--- config.mk ---
export PLATFORM = sky130hd
export DESIGN_NAME = pipeline_ctrl
export DESIGN_NICKNAME = d
export VERILOG_FILES = /design/src/rtl/pipeline_ctrl.sv
export SDC_FILE = /design/constraint.sdc
export NUM_CORES = 1
export LEC_CHECK = 0
export ABC_AREA = 1
export BUFFER_PORTS_ARGS = -buffer_cell sky130_fd_sc_hd__buf_2
export CAP_MARGIN = 40
export CELL_PAD_IN_SITES_DETAIL_PLACEMENT = 0
export CELL_PAD_IN_SITES_GLOBAL_PLACEMENT = 1
export CORE_ASPECT_RATIO = 1.4
export CORE_MARGIN = 3
export CORE_UTILIZATION = 32
export CTS_BUF_LIST = sky130_fd_sc_hd__clkbuf_4 sky130_fd_sc_hd__clkbuf_8
export CTS_CLUSTER_SIZE = 24
export DETAILED_ROUTE_END_ITERATION = 16
export HOLD_SLACK_MARGIN = 0.05
export PLACE_DENSITY = 0.85
export SETUP_SLACK_MARGIN = 0.02
export SYNTH_ARGS = -nofsm -noshare
export SYNTH_HDL_FRONTEND = slang
export SYNTH_SLANG_ARGS = --single-unit
--- constraint.sdc ---
create_clock -name clk -period 3.05 [get_ports clk]
set_input_delay 0.61 -clock clk [delete_from_list [all_inputs] [get_ports clk]]
set_output_delay 0.61 -clock clk [all_outputs]
set_load 0.03 [all_outputs]
--- src/rtl/pipeline_ctrl.sv ---
// ---------------------------------------------------------------------------
// pipeline_ctrl
//
// Sequencer between the hazard unit and the 4-stage pipeline register bank
// (IF/ID, ID/EX, EX/MEM, MEM/WB). It turns stall/flush requests into PC and
// IF/ID write enables, inserts ID/EX bubbles, tracks one valid bit per
// pipeline register, and handles halt/drain/resume. A watchdog flags stalls
// that persist for too long.
//
// Optional feature macro: PIPELINE_PERF_COUNTERS_EN
//   defined   : stall_cycles / flush_events are saturating event counters
//   undefined : both outputs are tied to zero and no counter flops exist
//
// Parameters
//   MAX_STALL      consecutive stall cycles after which stall_timeout latches
//   CNT_W          width of the performance counters
//
// Ports
//   clk            system clock, all state updates on the rising edge
//   rst_n          synchronous active-low reset
//   stall_pipeline load-use stall request
//   flush_if_id    flush request for IF/ID
//   flush_id_ex    flush request for ID/EX
//   flush_ex_mem   flush request for EX/MEM
//   halt_req       level request: stop fetching and drain
//   resume         single-cycle pulse: leave HALTED
//   pc_write_en    PC may advance this cycle (combinational)
//   pc_redirect    PC loads the branch target this cycle (combinational)
//   if_id_write_en IF/ID captures this cycle (combinational)
//   id_ex_bubble   ID/EX loads a NOP this cycle (combinational)
//   stage_valid    registered valid bits {wb, mem, ex, id}
//   halted         registered, 1 while in HALTED
//   stall_timeout  sticky watchdog flag, cleared only by reset
//   stall_cycles   RUN cycles spent stalling (optional feature)
//   flush_events   cycles carrying a flush in RUN/DRAIN (optional feature)
// ---------------------------------------------------------------------------
module pipeline_ctrl #(
  parameter int MAX_STALL = 8,
  parameter int CNT_W     = 16
) (
  input  logic             clk,
  input  logic             rst_n,
  input  logic             stall_pipeline,
  input  logic             flush_if_id,
  input  logic             flush_id_ex,
  input  logic             flush_ex_mem,
  input  logic             halt_req,
  input  logic             resume,
  output logic             pc_write_en,
  output logic             pc_redirect,
  output logic             if_id_write_en,
  output logic             id_ex_bubble,
  output logic [3:0]       stage_valid,
  output logic             halted,
  output logic             stall_timeout,
  output logic [CNT_W-1:0] stall_cycles,
  output logic [CNT_W-1:0] flush_events
);

  localparam int SC_W = $clog2(MAX_STALL + 1);
  localparam logic [SC_W-1:0] STALL_LIMIT = SC_W'(MAX_STALL);

  typedef enum logic [1:0] {
    RUN    = 2'd0,
    DRAIN  = 2'd1,
    HALTED = 2'd2
  } state_t;

  state_t          state_q, state_d;
  logic [3:0]      valid_q, valid_d;
  logic            halted_q, halted_d;
  logic            timeout_q, timeout_d;
  logic [SC_W-1:0] stall_cnt_q, stall_cnt_d;

  logic any_flush;
  logic stall_eff;

  // A flush discards the stalling instruction, so it overrides the stall.
  assign any_flush = flush_if_id | flush_id_ex | flush_ex_mem;
  assign stall_eff = stall_pipeline & ~any_flush;

  // Next-state, valid-bit tracking and the combinational enables.
  // Defaults describe the "frozen" pipeline; each state opens what it needs.
  // While reset is asserted the enables are forced to the frozen values so
  // nothing downstream moves before the sequencer is initialised.
  always_comb begin
    state_d        = state_q;
    valid_d        = valid_q;
    pc_write_en    = 1'b0;
    pc_redirect    = 1'b0;
    if_id_write_en = 1'b0;
    id_ex_bubble   = 1'b1;

    case (state_q)
      RUN: begin
        pc_write_en    = ~stall_eff;
        if_id_write_en = ~stall_eff;
        id_ex_bubble   = stall_eff | flush_id_ex;
        pc_redirect    = any_flush;
        // A stall holds the ID instruction and sends a bubble into EX.
        valid_d[0] = ~flush_if_id & (stall_eff ? valid_q[0] : 1'b1);
        valid_d[1] = ~flush_id_ex & ~stall_eff & valid_q[0];
        valid_d[2] = ~flush_ex_mem & valid_q[1];
        valid_d[3] = valid_q[2];
        if (halt_req) begin
          state_d = DRAIN;
        end
      end
      DRAIN: begin
        // Nothing new is fetched; in-flight work moves toward WB. Stalls are
        // ignored because the producer is ahead and draining too.
        valid_d[0] = 1'b0;
        valid_d[1] = ~flush_id_ex & valid_q[0];
        valid_d[2] = ~flush_ex_mem & valid_q[1];
        valid_d[3] = valid_q[2];
        if (valid_d == 4'b0000) begin
          state_d = HALTED;
        end
      end
      HALTED: begin
        valid_d = 4'b0000;
        if (resume) begin
          state_d = RUN;
        end
      end
      default: begin
        state_d = RUN;
        valid_d = 4'b0000;
      end
    endcase

    if (!rst_n) begin
      pc_write_en    = 1'b0;
      pc_redirect    = 1'b0;
      if_id_write_en = 1'b0;
      id_ex_bubble   = 1'b1;
    end
  end

  // Watchdog: counts consecutive effective stalls in RUN, saturating at the
  // limit. The timeout flag is sticky and only observes, it never blocks.
  always_comb begin
    stall_cnt_d = '0;
    if ((state_q == RUN) && stall_eff) begin
      stall_cnt_d = (stall_cnt_q == STALL_LIMIT) ? stall_cnt_q
                                                 : stall_cnt_q + 1'b1;
    end
    timeout_d = timeout_q | (stall_cnt_d == STALL_LIMIT);
    halted_d  = (state_d == HALTED);
  end

  // Control state registers with synchronous active-low reset.
  always_ff @(posedge clk) begin
    if (!rst_n) begin
      state_q     <= RUN;
      valid_q     <= 4'b0000;
      halted_q    <= 1'b0;
      timeout_q   <= 1'b0;
      stall_cnt_q <= '0;
    end else begin
      state_q     <= state_d;
      valid_q     <= valid_d;
      halted_q    <= halted_d;
      timeout_q   <= timeout_d;
      stall_cnt_q <= stall_cnt_d;
    end
  end

  assign stage_valid   = valid_q;
  assign halted        = halted_q;
  assign stall_timeout = timeout_q;

`ifdef PIPELINE_PERF_COUNTERS_EN
  logic [CNT_W-1:0] stall_perf_q, stall_perf_d;
  logic [CNT_W-1:0] flush_perf_q, flush_perf_d;

  // Saturating event counters; they stop at all-ones rather than wrapping
  // so a long run never reports a deceptively small number.
  always_comb begin
    stall_perf_d = stall_perf_q;
    flush_perf_d = flush_perf_q;
    if ((state_q == RUN) && stall_eff && (stall_perf_q != '1)) begin
      stall_perf_d = stall_perf_q + 1'b1;
    end
    if (((state_q == RUN) || (state_q == DRAIN)) && any_flush &&
        (flush_perf_q != '1)) begin
      flush_perf_d = flush_perf_q + 1'b1;
    end
  end

  always_ff @(posedge clk) begin
    if (!rst_n) begin
      stall_perf_q <= '0;
      flush_perf_q <= '0;
    end else begin
      stall_perf_q <= stall_perf_d;
      flush_perf_q <= flush_perf_d;
    end
  end

  assign stall_cycles = stall_perf_q;
  assign flush_events = flush_perf_q;
`else
  assign stall_cycles = '0;
  assign flush_events = '0;
`endif

endmodule

==> results of run 1 <==
==> registers in the layout (all words and copies together) (netlist names) <==
name,count
state_q,2
stage_valid,4
halted,1
stall_timeout,1
stall_cnt_q,4
==> worst max-delay path: cells and delay by family <==
family | cells | cell delay [ns]
buffers and inverters | 4 | 0.40
and+or+nand+nor | 4 | 0.54
==> cell type report <==
cell class | instances | area, sq um
well taps | 34 | 42.5
clock buffers | 4 | 36.3
multi-input cells | 80 | 394
repair buffers | 17 | 85.1
fillers | 283 | 1580
flip-flops and latches | 12 | 240
inverters | 17 | 63.8
==> cells in the mapped netlist <==
master    number
conb_1         1
or2_2          1
dfxtp_1       12
nand3_1        4
nand4_1        1
or2_1          1
xor2_1         1
or2_4          1
nor2_4         1
nand2_1       11
nand3_4        1
inv_2          1
o211ai_1       2
buf_4         33
nor2_1        13
nand3_2        1
inv_1         16
a211oi_1       1
nor4_1         2
a21oi_1        3
ha_1           2
nand3b_1       1
nor2_2         1
==> kinds of logic after synthesis <==
| kind of cell | after synthesis | synth area share, % |
|---|---|---|
| adder cells (fa/ha/maj) | 2 | 3.02 |
| buffers and inverters | 50 | 37.6 |
| AND/OR/NAND/NOR | 39 | 24.4 |
| XOR/XNOR | 1 | 1.06 |
| flip-flops | 12 | 29.0 |
| other | 1 | 0.452 |
| AO/OA/AOI/OAI | 6 | 4.52 |
==> worst paths after layout <==
path             startpoint        endpoint  depth (start not counted)
min reg2reg  stage_valid[2]  stage_valid[3]                          2
min          stage_valid[2]  stage_valid[3]                          2
max                   rst_n    id_ex_bubble                          8
max reg2reg  stall_cnt_q[0]   stall_timeout                          8
==> power groups by stage <==
stage          Combinational (mW)  Sequential, mW  Clock [mW]
2_1_floorplan               0.117           0.172           0
3_5_place_dp                0.104           0.168           0
3_3_place_gp                0.104           0.168           0
5_1_grt                     0.113           0.165       0.142
6_report                    0.104           0.164       0.125
4_1_cts                     0.104           0.164       0.128
==> placed cells by master (no fill, tap or decap), drive strengths merged, types with 2 or more instances in the layout <==
| cell | instances |
|---|---|
| buf | 17 |
| nand3 | 6 |
| conb | 32 |
| nand2 | 11 |
| o211ai | 2 |
| dfxtp | 12 |
| inv | 17 |
| ha | 2 |
| nor2 | 15 |
| or2 | 3 |
| nor4 | 2 |
| clkbuf | 4 |
| a21oi | 3 |
==> layer usage <==
metal	vias to the layer above	share of wire (%)	track usage (%)
li1	314	-	-
met1	264	35	8.59
met2	24	55	16.5
met3	2	8.8	2.48
met4	0	0.99	3.20
met5	-	0	0
==> flow_metrics.env, run 1 <==
export IMPL_min_path_type="flop to flop"
export IMPL_initial_utilization_pct=33.9
export IMPL_syn_to_final_growth_pct=3.92
export IMPL_p_sw_mw=0.143
export IMPL_slew_viol_final=0
export IMPL_cts_sinks=12
export IMPL_cts_max_level=1
export IMPL_yosysWarnings=0
export IMPL_hold_viol_final=0
export IMPL_vdd_drop_max_mv=0.207
export IMPL_drt_iter0_markers=2
export IMPL_drt_total_wl_microns=1310
export IMPL_die_y_microns=66.2
export IMPL_holdBufCountCts=0
export IMPL_clkPwrFrac_pct=31.8
export IMPL_fin_crit_sh_pct=71.6
export IMPL_grt_overflow=0
export IMPL_powerDensity_nw_per_um2=456
export IMPL_cts_root_buf="clkbuf_4"
export IMPL_layout_setup_ws_ns=0.867
export IMPL_grt_usage_pct=8.58
export IMPL_ys_ff_latch=12
export IMPL_die_area_sq_um=3250
export IMPL_synth_cells=111
export IMPL_ioPinCount=50
export IMPL_grt_pass1_vias=561
export IMPL_synth_distinct_cells=23
export IMPL_crit_path_end_kind="output port"
export IMPL_setup_tns_ns=0
export IMPL_synth_seq_area_share_pct=29.0
export IMPL_post_route_util_pct=35.3
export IMPL_vias=604
export IMPL_clock_fmax_mhz=458
export IMPL_critPathMaxStageDelay_ns=0.20
export IMPL_cts_buffer_depth=2
export IMPL_die_x_microns=49.0
export IMPL_ff2ff_setup_slack_ns=1.74
export IMPL_grt_max_degree=11
export IMPL_min_period_ns=2.18
export IMPL_row_count=21
export IMPL_cts_resized=0
export IMPL_stdcell_area_sq_um=862
export IMPL_synth_area_leader_cell="buf_4"
export IMPL_hold_slack_ns=0.446
export IMPL_crit_chain="buf_2 > inv_2 > nor2_1 > inv_1 > nor2_1 > nand2_1 > or2_1 > buf_2"
export IMPL_synth_area_leaders="buf_4 30%, dfxtp_1 29%, inv_1 7.2%"
export IMPL_drive_above_1_share_pct=21.5
export IMPL_synth_top_area_share_pct=29.9
export IMPL_required_ns=2.44
export IMPL_cp_start_kind="input port"
export IMPL_synth_area_sq_um=830
export IMPL_drv_cap=0
export IMPL_antenna_found_initial=0
export IMPL_drc_errors=0
export IMPL_pre_cts_ws_ns=0.862
export IMPL_grt_pass1_wl_microns=2170
export IMPL_fin_worst_skew_ns=0.00153
export IMPL_power_frac_seq_pct=41.6
export IMPL_dp_hpwl_microns=1130
export IMPL_cts_clk_slew_worst_paths_ns=0.07
export IMPL_p_sw_share_pct=36.4
export IMPL_status="complete, no violations"
export IMPL_cts_inserted_buffers=3
export IMPL_p_leak_nw=0.448
export IMPL_dp_cells=160
export IMPL_clk_latency_ns=0.27
export IMPL_routabilityCongestion=0.716
export IMPL_wl_per_cell_microns=8.01
export IMPL_worstPathArrival_ns=1.57
export IMPL_setup_violations=0
export IMPL_p_int_mw=0.250
export IMPL_instances_no_fill=164
export IMPL_drt_pass1_iter_count=2
export IMPL_cp_max_fo=10
export IMPL_critPathSlowestCell="or2_1"
export IMPL_avgSynthCellArea_sq_um=7.47
export IMPL_io_buffer_count=17
export IMPL_viasPerCell=3.68
export IMPL_rsz0062_at_grt="false"
export IMPL_n_antenna_cell=0
export IMPL_cts_setup_buffers=0
export IMPL_postRouteAntennaNets=0
export IMPL_fin_total_pwr_mw=0.393
export IMPL_cts_tree="built"
export IMPL_postPlaceCellArea_sq_um=826
export IMPL_nets=141
export IMPL_combPwrFrac_pct=26.6
export IMPL_path_class="input port to output port"
export IMPL_core_area_sq_um=2440
(Power assumes the default switching activity.)
==> inputs of run 2 (changes only) <==
CORE_UTILIZATION = 27   (was 32)
PLACE_DENSITY = 0.76   (was 0.85)
clock period = 1.9 ns   (was 3.05 ns; I/O delays follow)
==> run 2 against run 1 <==
  * Cell area up 2.2%
  * Non-clock buffer count grew 1
  * Combinational power up 63%
  * Sequential share of layout area down 0.59 points
  * Clock power is 85% higher
  * Total power up 69%
  * Register-to-register slack got worse by 1.1 ns
  * Hold slack got worse by 0.049 ns
  * Final cell count grew 1.8%
  * Largest power group unchanged
  * Highest routed layer unchanged
==> flow_metrics.env, run 2 (same netlist as run 1, synthesis figures left out) <==
export IMPL_worstPathArrival_ns=1.40
export IMPL_setup_violations=0
export IMPL_path_buf_inv=2
export IMPL_cts_tree="built"
export IMPL_status="complete, no violations"
export IMPL_p_leak_nw=0.453
export IMPL_grt_max_degree=10
export IMPL_die_x_microns=52.8
export IMPL_instances_no_fill=167
export IMPL_grt_overflow=0
export IMPL_min_period_ns=1.78
export IMPL_grt_pass1_vias=610
export IMPL_fin_crit_sh_pct=93.5
export IMPL_drv_cap=0
export IMPL_postPlaceCellArea_sq_um=837
export IMPL_cts_max_level=1
export IMPL_path_class="flop to output port"
export IMPL_clock_fmax_mhz=563
export IMPL_viasPerCell=3.63
export IMPL_postRouteAntennaNets=0
export IMPL_die_area_sq_um=3780
export IMPL_core_area_sq_um=2910
export IMPL_clk_latency_ns=0.24
export IMPL_critPathCapture="id_ex_bubble"
export IMPL_holdBufCountCts=0
export IMPL_slew_viol_final=0
export IMPL_min_path_type="input port to flop"
export IMPL_cp_max_fo=4
export IMPL_use_met2_pct=15.7
export IMPL_cp_startpoint="state_q[1]"
export IMPL_drt_pass1_iter_count=2
export IMPL_crit_path_end_kind="output port"
export IMPL_cts_buffer_depth=2
export IMPL_vias=606
export IMPL_layout_common_cells="32 x conb_1, 17 x buf_2, 16 x inv_1"
export IMPL_dp_cells=164
export IMPL_drive_above_1_share_pct=22.3
export IMPL_drt_total_wl_microns=1450
export IMPL_drc_errors=0
export IMPL_dp_hpwl_microns=1250
export IMPL_grt_use_met1_pct=7.86
export IMPL_fin_worst_skew_ns=0.00131
export IMPL_crit_chain="nor2_2 > inv_1 > nor2_1 > nand2_1 > or2_1 > buf_2"
export IMPL_ff2ff_path_depth=8
export IMPL_critPathSlowestCell="dfxtp_1"
export IMPL_setup_tns_ns=0
export IMPL_reg2reg_to="stall_timeout"
export IMPL_rsz0062_at_grt="false"
export IMPL_cts_inserted_buffers=3
export IMPL_post_route_util_pct=30.3
export IMPL_cpLargestDelayFamily="simple AND/OR/NAND/NOR gates"
export IMPL_required_ns=1.52
export IMPL_cp_depth=6
export IMPL_vdd_drop_max_mv=0.233
export IMPL_stdcell_area_sq_um=881
export IMPL_hold_viol_final=0
export IMPL_reg2reg_from="stall_cnt_q[0]"
export IMPL_antenna_found_initial=0
export IMPL_initial_utilization_pct=28.5
export IMPL_n_antenna_cell=0
export IMPL_cts_root_buf="clkbuf_8"
export IMPL_routabilityCongestion=0.785
export IMPL_io_buffer_count=17
export IMPL_ff2ff_setup_slack_ns=0.61
export IMPL_critPathMaxStageDelay_ns=0.34
export IMPL_grtUsageMet3_pct=2.70
export IMPL_cts_clk_slew_worst_paths_ns=0.05
export IMPL_grt_usage_pct=8.46
export IMPL_syn_to_final_growth_pct=6.18
export IMPL_nets=142
export IMPL_cts_sinks=12
export IMPL_powerDensity_nw_per_um2=755
export IMPL_row_count=23
export IMPL_final_common_cell="conb_1"
export IMPL_fillCellCount=331
export IMPL_wl_per_cell_microns=8.65
export IMPL_drt_iter0_markers=1
export IMPL_grt_pass1_wl_microns=2420
export IMPL_ioPinCount=50
export IMPL_die_y_microns=71.6
export IMPL_cp_start_kind="flop"
export IMPL_grt_busiest_layer="met2"
-- run 2: where the power goes --
part           total, mW  switching [mW]  internal (mW)
clock              0.231          0.0911          0.140
combinational      0.170           0.142         0.0287
sequential         0.264         0.00502          0.259
-- run 2: through the flow --
step | hold slack (ns) | total power, mW | worst slack [ns]
global route | 0.424 | 0.699 | 0.0347
detailed placement | 0.452 | 0.439 | 0.170
CTS | 0.397 | 0.670 | 0.0593
finish | 0.397 | 0.665 | 0.123
floorplan | 0.507 | 0.463 | 0.190
global placement | 0.450 | 0.438 | 0.201
-- run 2: how the worst min path moves through the flow --
stage | depth (start not counted) | slack [ns] | start | endpoint
after floorplan | 2 | 0.51 | state_q[0] | stage_valid[1]
after global placement | 2 | 0.45 | stage_valid[2] | stage_valid[3]
after detailed placement | 2 | 0.45 | stage_valid[2] | stage_valid[3]
after CTS | 3 | 0.40 | halt_req | state_q[0]
after global routing | 3 | 0.42 | halt_req | state_q[0]
final | 3 | 0.40 | halt_req | state_q[0]
-- run 2: repair_timing --
item / in CTS / in global routing
gates resized for setup: 0 / 1
buffers inserted: 0 / 0
endpoints found under the setup margin: 0 / 1
-- run 2: layout make-up --
cell class,count,area [sq um],share of cell area [%]
multi-input combinational,80,397,45.0
timing repair buffer,18,92.6,10.5
tap,37,46.3,5.26
inverter,17,63.8,7.24
sequential,12,240,27.3
clock buffer,3,41.3,4.69
-- run 2: metal layers --
metal  part of all wire [%]  wire length [microns]  vias up
met3                    9.5                    137        3
li1                       -                      -      314
met2                     55                    798       26
met4                    2.2                     32        0
met5                      0                      0        -
met1                     33                    477      263
-- run 2: worst reg2reg max path, stage by stage (launching register included) --
cell,delay (ns)
dfxtp_1,0.37
inv_1,0.08
ha_1,0.21
nand3_1,0.09
xor2_1,0.20
nand2_1,0.08
nor2_1,0.09
nor2_1,0.04
nor2_1,0.06
==> inputs of run 3 (changes only) <==
CORE_UTILIZATION = 25   (was 27)
CTS_BUF_LIST = not set   (was sky130_fd_sc_hd__clkbuf_4 sky130_fd_sc_hd__clkbuf_8)
GPL_TIMING_DRIVEN = 0   (was not set)
PLACE_DENSITY = 0.71   (was 0.76)
==> run 3 against run 2 <==
  * Largest cell class unchanged
  * Die area is 7.2% higher
  * Routed wire length grew 9.8%
  * Critical path depth stayed put
  * Fmax rose by 1.8%
  * Final cell count rose by 21%
  * Clock power increased by 16%
==> flow_metrics.env, run 3 (same netlist as run 1, synthesis figures left out) <==
export IMPL_fin_worst_skew_ns=0.000323
export IMPL_cts_sinks=12
export IMPL_crit_path_end_kind="output port"
export IMPL_cts_max_level=1
export IMPL_reg2reg_to="stall_timeout"
export IMPL_row_count=24
export IMPL_rsz0062_at_grt="false"
export IMPL_grt_usage_pct=8.69
export IMPL_min_path_type="input port to flop"
export IMPL_ff2ff_path_depth=8
export IMPL_critPathMaxStageDelay_ns=0.34
export IMPL_crit_chain="nor2_2 > inv_1 > nor2_2 > nand2_1 > or2_1 > buf_2"
export IMPL_drt_total_wl_microns=1590
export IMPL_min_period_ns=1.75
export IMPL_p_leak_nw=0.636
export IMPL_grt_pass1_wl_microns=2680
export IMPL_syn_to_final_growth_pct=37.4
export IMPL_dp_hpwl_microns=1410
export IMPL_drv_cap=0
export IMPL_cts_setup_buffers=0
export IMPL_fin_crit_sh_pct=91.8
export IMPL_nets=174
export IMPL_cp_common_cell="nor2_2"
export IMPL_cts_inserted_buffers=3
export IMPL_cts_buffer_depth=2
export IMPL_critPathCapture="id_ex_bubble"
export IMPL_postPlaceCellArea_sq_um=1080
export IMPL_slew_viol_final=0
export IMPL_cts_root_buf="clkbuf_8"
export IMPL_drc_errors=0
export IMPL_ioPinCount=50
export IMPL_cp_startpoint="state_q[1]"
export IMPL_postRouteAntennaNets=0
export IMPL_reg2reg_from="stall_cnt_q[0]"
export IMPL_path_class="flop to output port"
export IMPL_setup_tns_ns=0
export IMPL_n_antenna_cell=0
export IMPL_cts_tree="built"
export IMPL_cts_clk_slew_worst_paths_ns=0.05
export IMPL_cp_start_kind="flop"
export IMPL_wl_per_cell_microns=7.85
export IMPL_drt_iter0_markers=8
export IMPL_worstPathArrival_ns=1.37
export IMPL_viasPerCell=3.43
export IMPL_cp_depth=6
export IMPL_cpLargestDelayFamily="simple AND/OR/NAND/NOR gates"
export IMPL_die_area_sq_um=4060
export IMPL_final_common_cell="buf_4"
export IMPL_grt_overflow=0
export IMPL_drive_above_1_share_pct=38.7
export IMPL_status="complete, no violations"
export IMPL_die_y_microns=74.2
export IMPL_stdcell_area_sq_um=1140
export IMPL_initial_utilization_pct=26.3
export IMPL_critPathSlowestCell="dfxtp_1"
export IMPL_io_buffer_count=17
export IMPL_hold_slack_ns=0.413
export IMPL_routabilityCongestion=0.657
export IMPL_vias=693
export IMPL_ff2ff_setup_slack_ns=0.58
export IMPL_clock_fmax_mhz=573
export IMPL_core_area_sq_um=3150
export IMPL_clk_latency_ns=0.23
export IMPL_antenna_found_initial=0
export IMPL_path_buf_inv=2
export IMPL_drt_pass1_iter_count=4
export IMPL_cp_max_fo=4
export IMPL_setup_violations=0
export IMPL_die_x_microns=54.7
export IMPL_layout_common_cells="33 x buf_4, 32 x conb_1, 17 x buf_2"
export IMPL_vdd_drop_max_mv=0.283
export IMPL_grt_max_degree=11
export IMPL_powerDensity_nw_per_um2=665
export IMPL_hold_viol_final=0
export IMPL_grt_pass1_vias=688
export IMPL_required_ns=1.52
-- run 3: changes by cell type in the layout (fill, tap and decap cells not counted), sizes merged --
cell / previous run / this run
buf: 18 / 50
clkbuf: 3 / 4
-- run 3: area by class of cell --
type | count | area (sq um)
inverters | 17 | 63.8
clock buffers | 4 | 55.1
plain buffers | 33 | 248
multi-input cells | 80 | 399
fillers | 373 | 2010
well taps | 39 | 48.8
repair buffers | 17 | 85.1
flip-flops and latches | 12 | 240
-- run 3: layer usage --
layer / track usage, % / part of all wire [%] / vias up
met5: 0 / 0 / -
met4: 2.49 / 0 / 0
met3: 1.80 / 6.1 / 0
met2: 17.6 / 61 / 23
met1: 8.07 / 33 / 290
li1: - / - / 380
-- run 3: worst register-to-register path, delay by kind of cell (launching register included) --
family	cells	cell delay (ns)
flip-flops	1	0.37
AND/OR/NAND/NOR	5	0.37
XOR/XNOR	1	0.22
buffers and inverters	1	0.09
adder cells (fa/ha/maj)	1	0.21
-- run 3: worst min path at each step --
stage                              start        endpoint  slack [ns]  depth (start not counted)
after floorplan               state_q[0]  stage_valid[1]        0.51                          2
after global placement    stage_valid[2]  stage_valid[3]        0.44                          2
after detailed placement  stage_valid[2]  stage_valid[3]        0.44                          2
after CTS                       halt_req      state_q[0]        0.41                          3
after global routing            halt_req      state_q[0]        0.43                          3
final                           halt_req      state_q[0]        0.41                          3
-- run 3: power breakdown --
| part | internal (mW) | total [mW] | switching, mW |
|---|---|---|---|
| Sequential | 0.259 | 0.265 | 0.00570 |
| Clock | 0.182 | 0.269 | 0.0867 |
| Combinational | 0.0743 | 0.225 | 0.150 |
-- run 3: repair_timing --
item | CTS | global route
setup endpoints to repair | 0 | 2
hold buffers | 0 | 0
resized for setup | 0 | 2
endpoints found under the hold margin | 0 | 0
-- run 3: stage by stage --
stage	worst slack, ns	std cells	power [mW]	util, %
4_1_cts	0.0803	202	0.769	36.0
5_1_grt	0.0311	202	0.798	36.2
3_5_place_dp	0.129	198	0.491	34.2
3_3_place_gp	0.145	198	0.490	34.2
6_report	0.155	202	0.759	36.2
2_1_floorplan	0.190	142	0.463	-
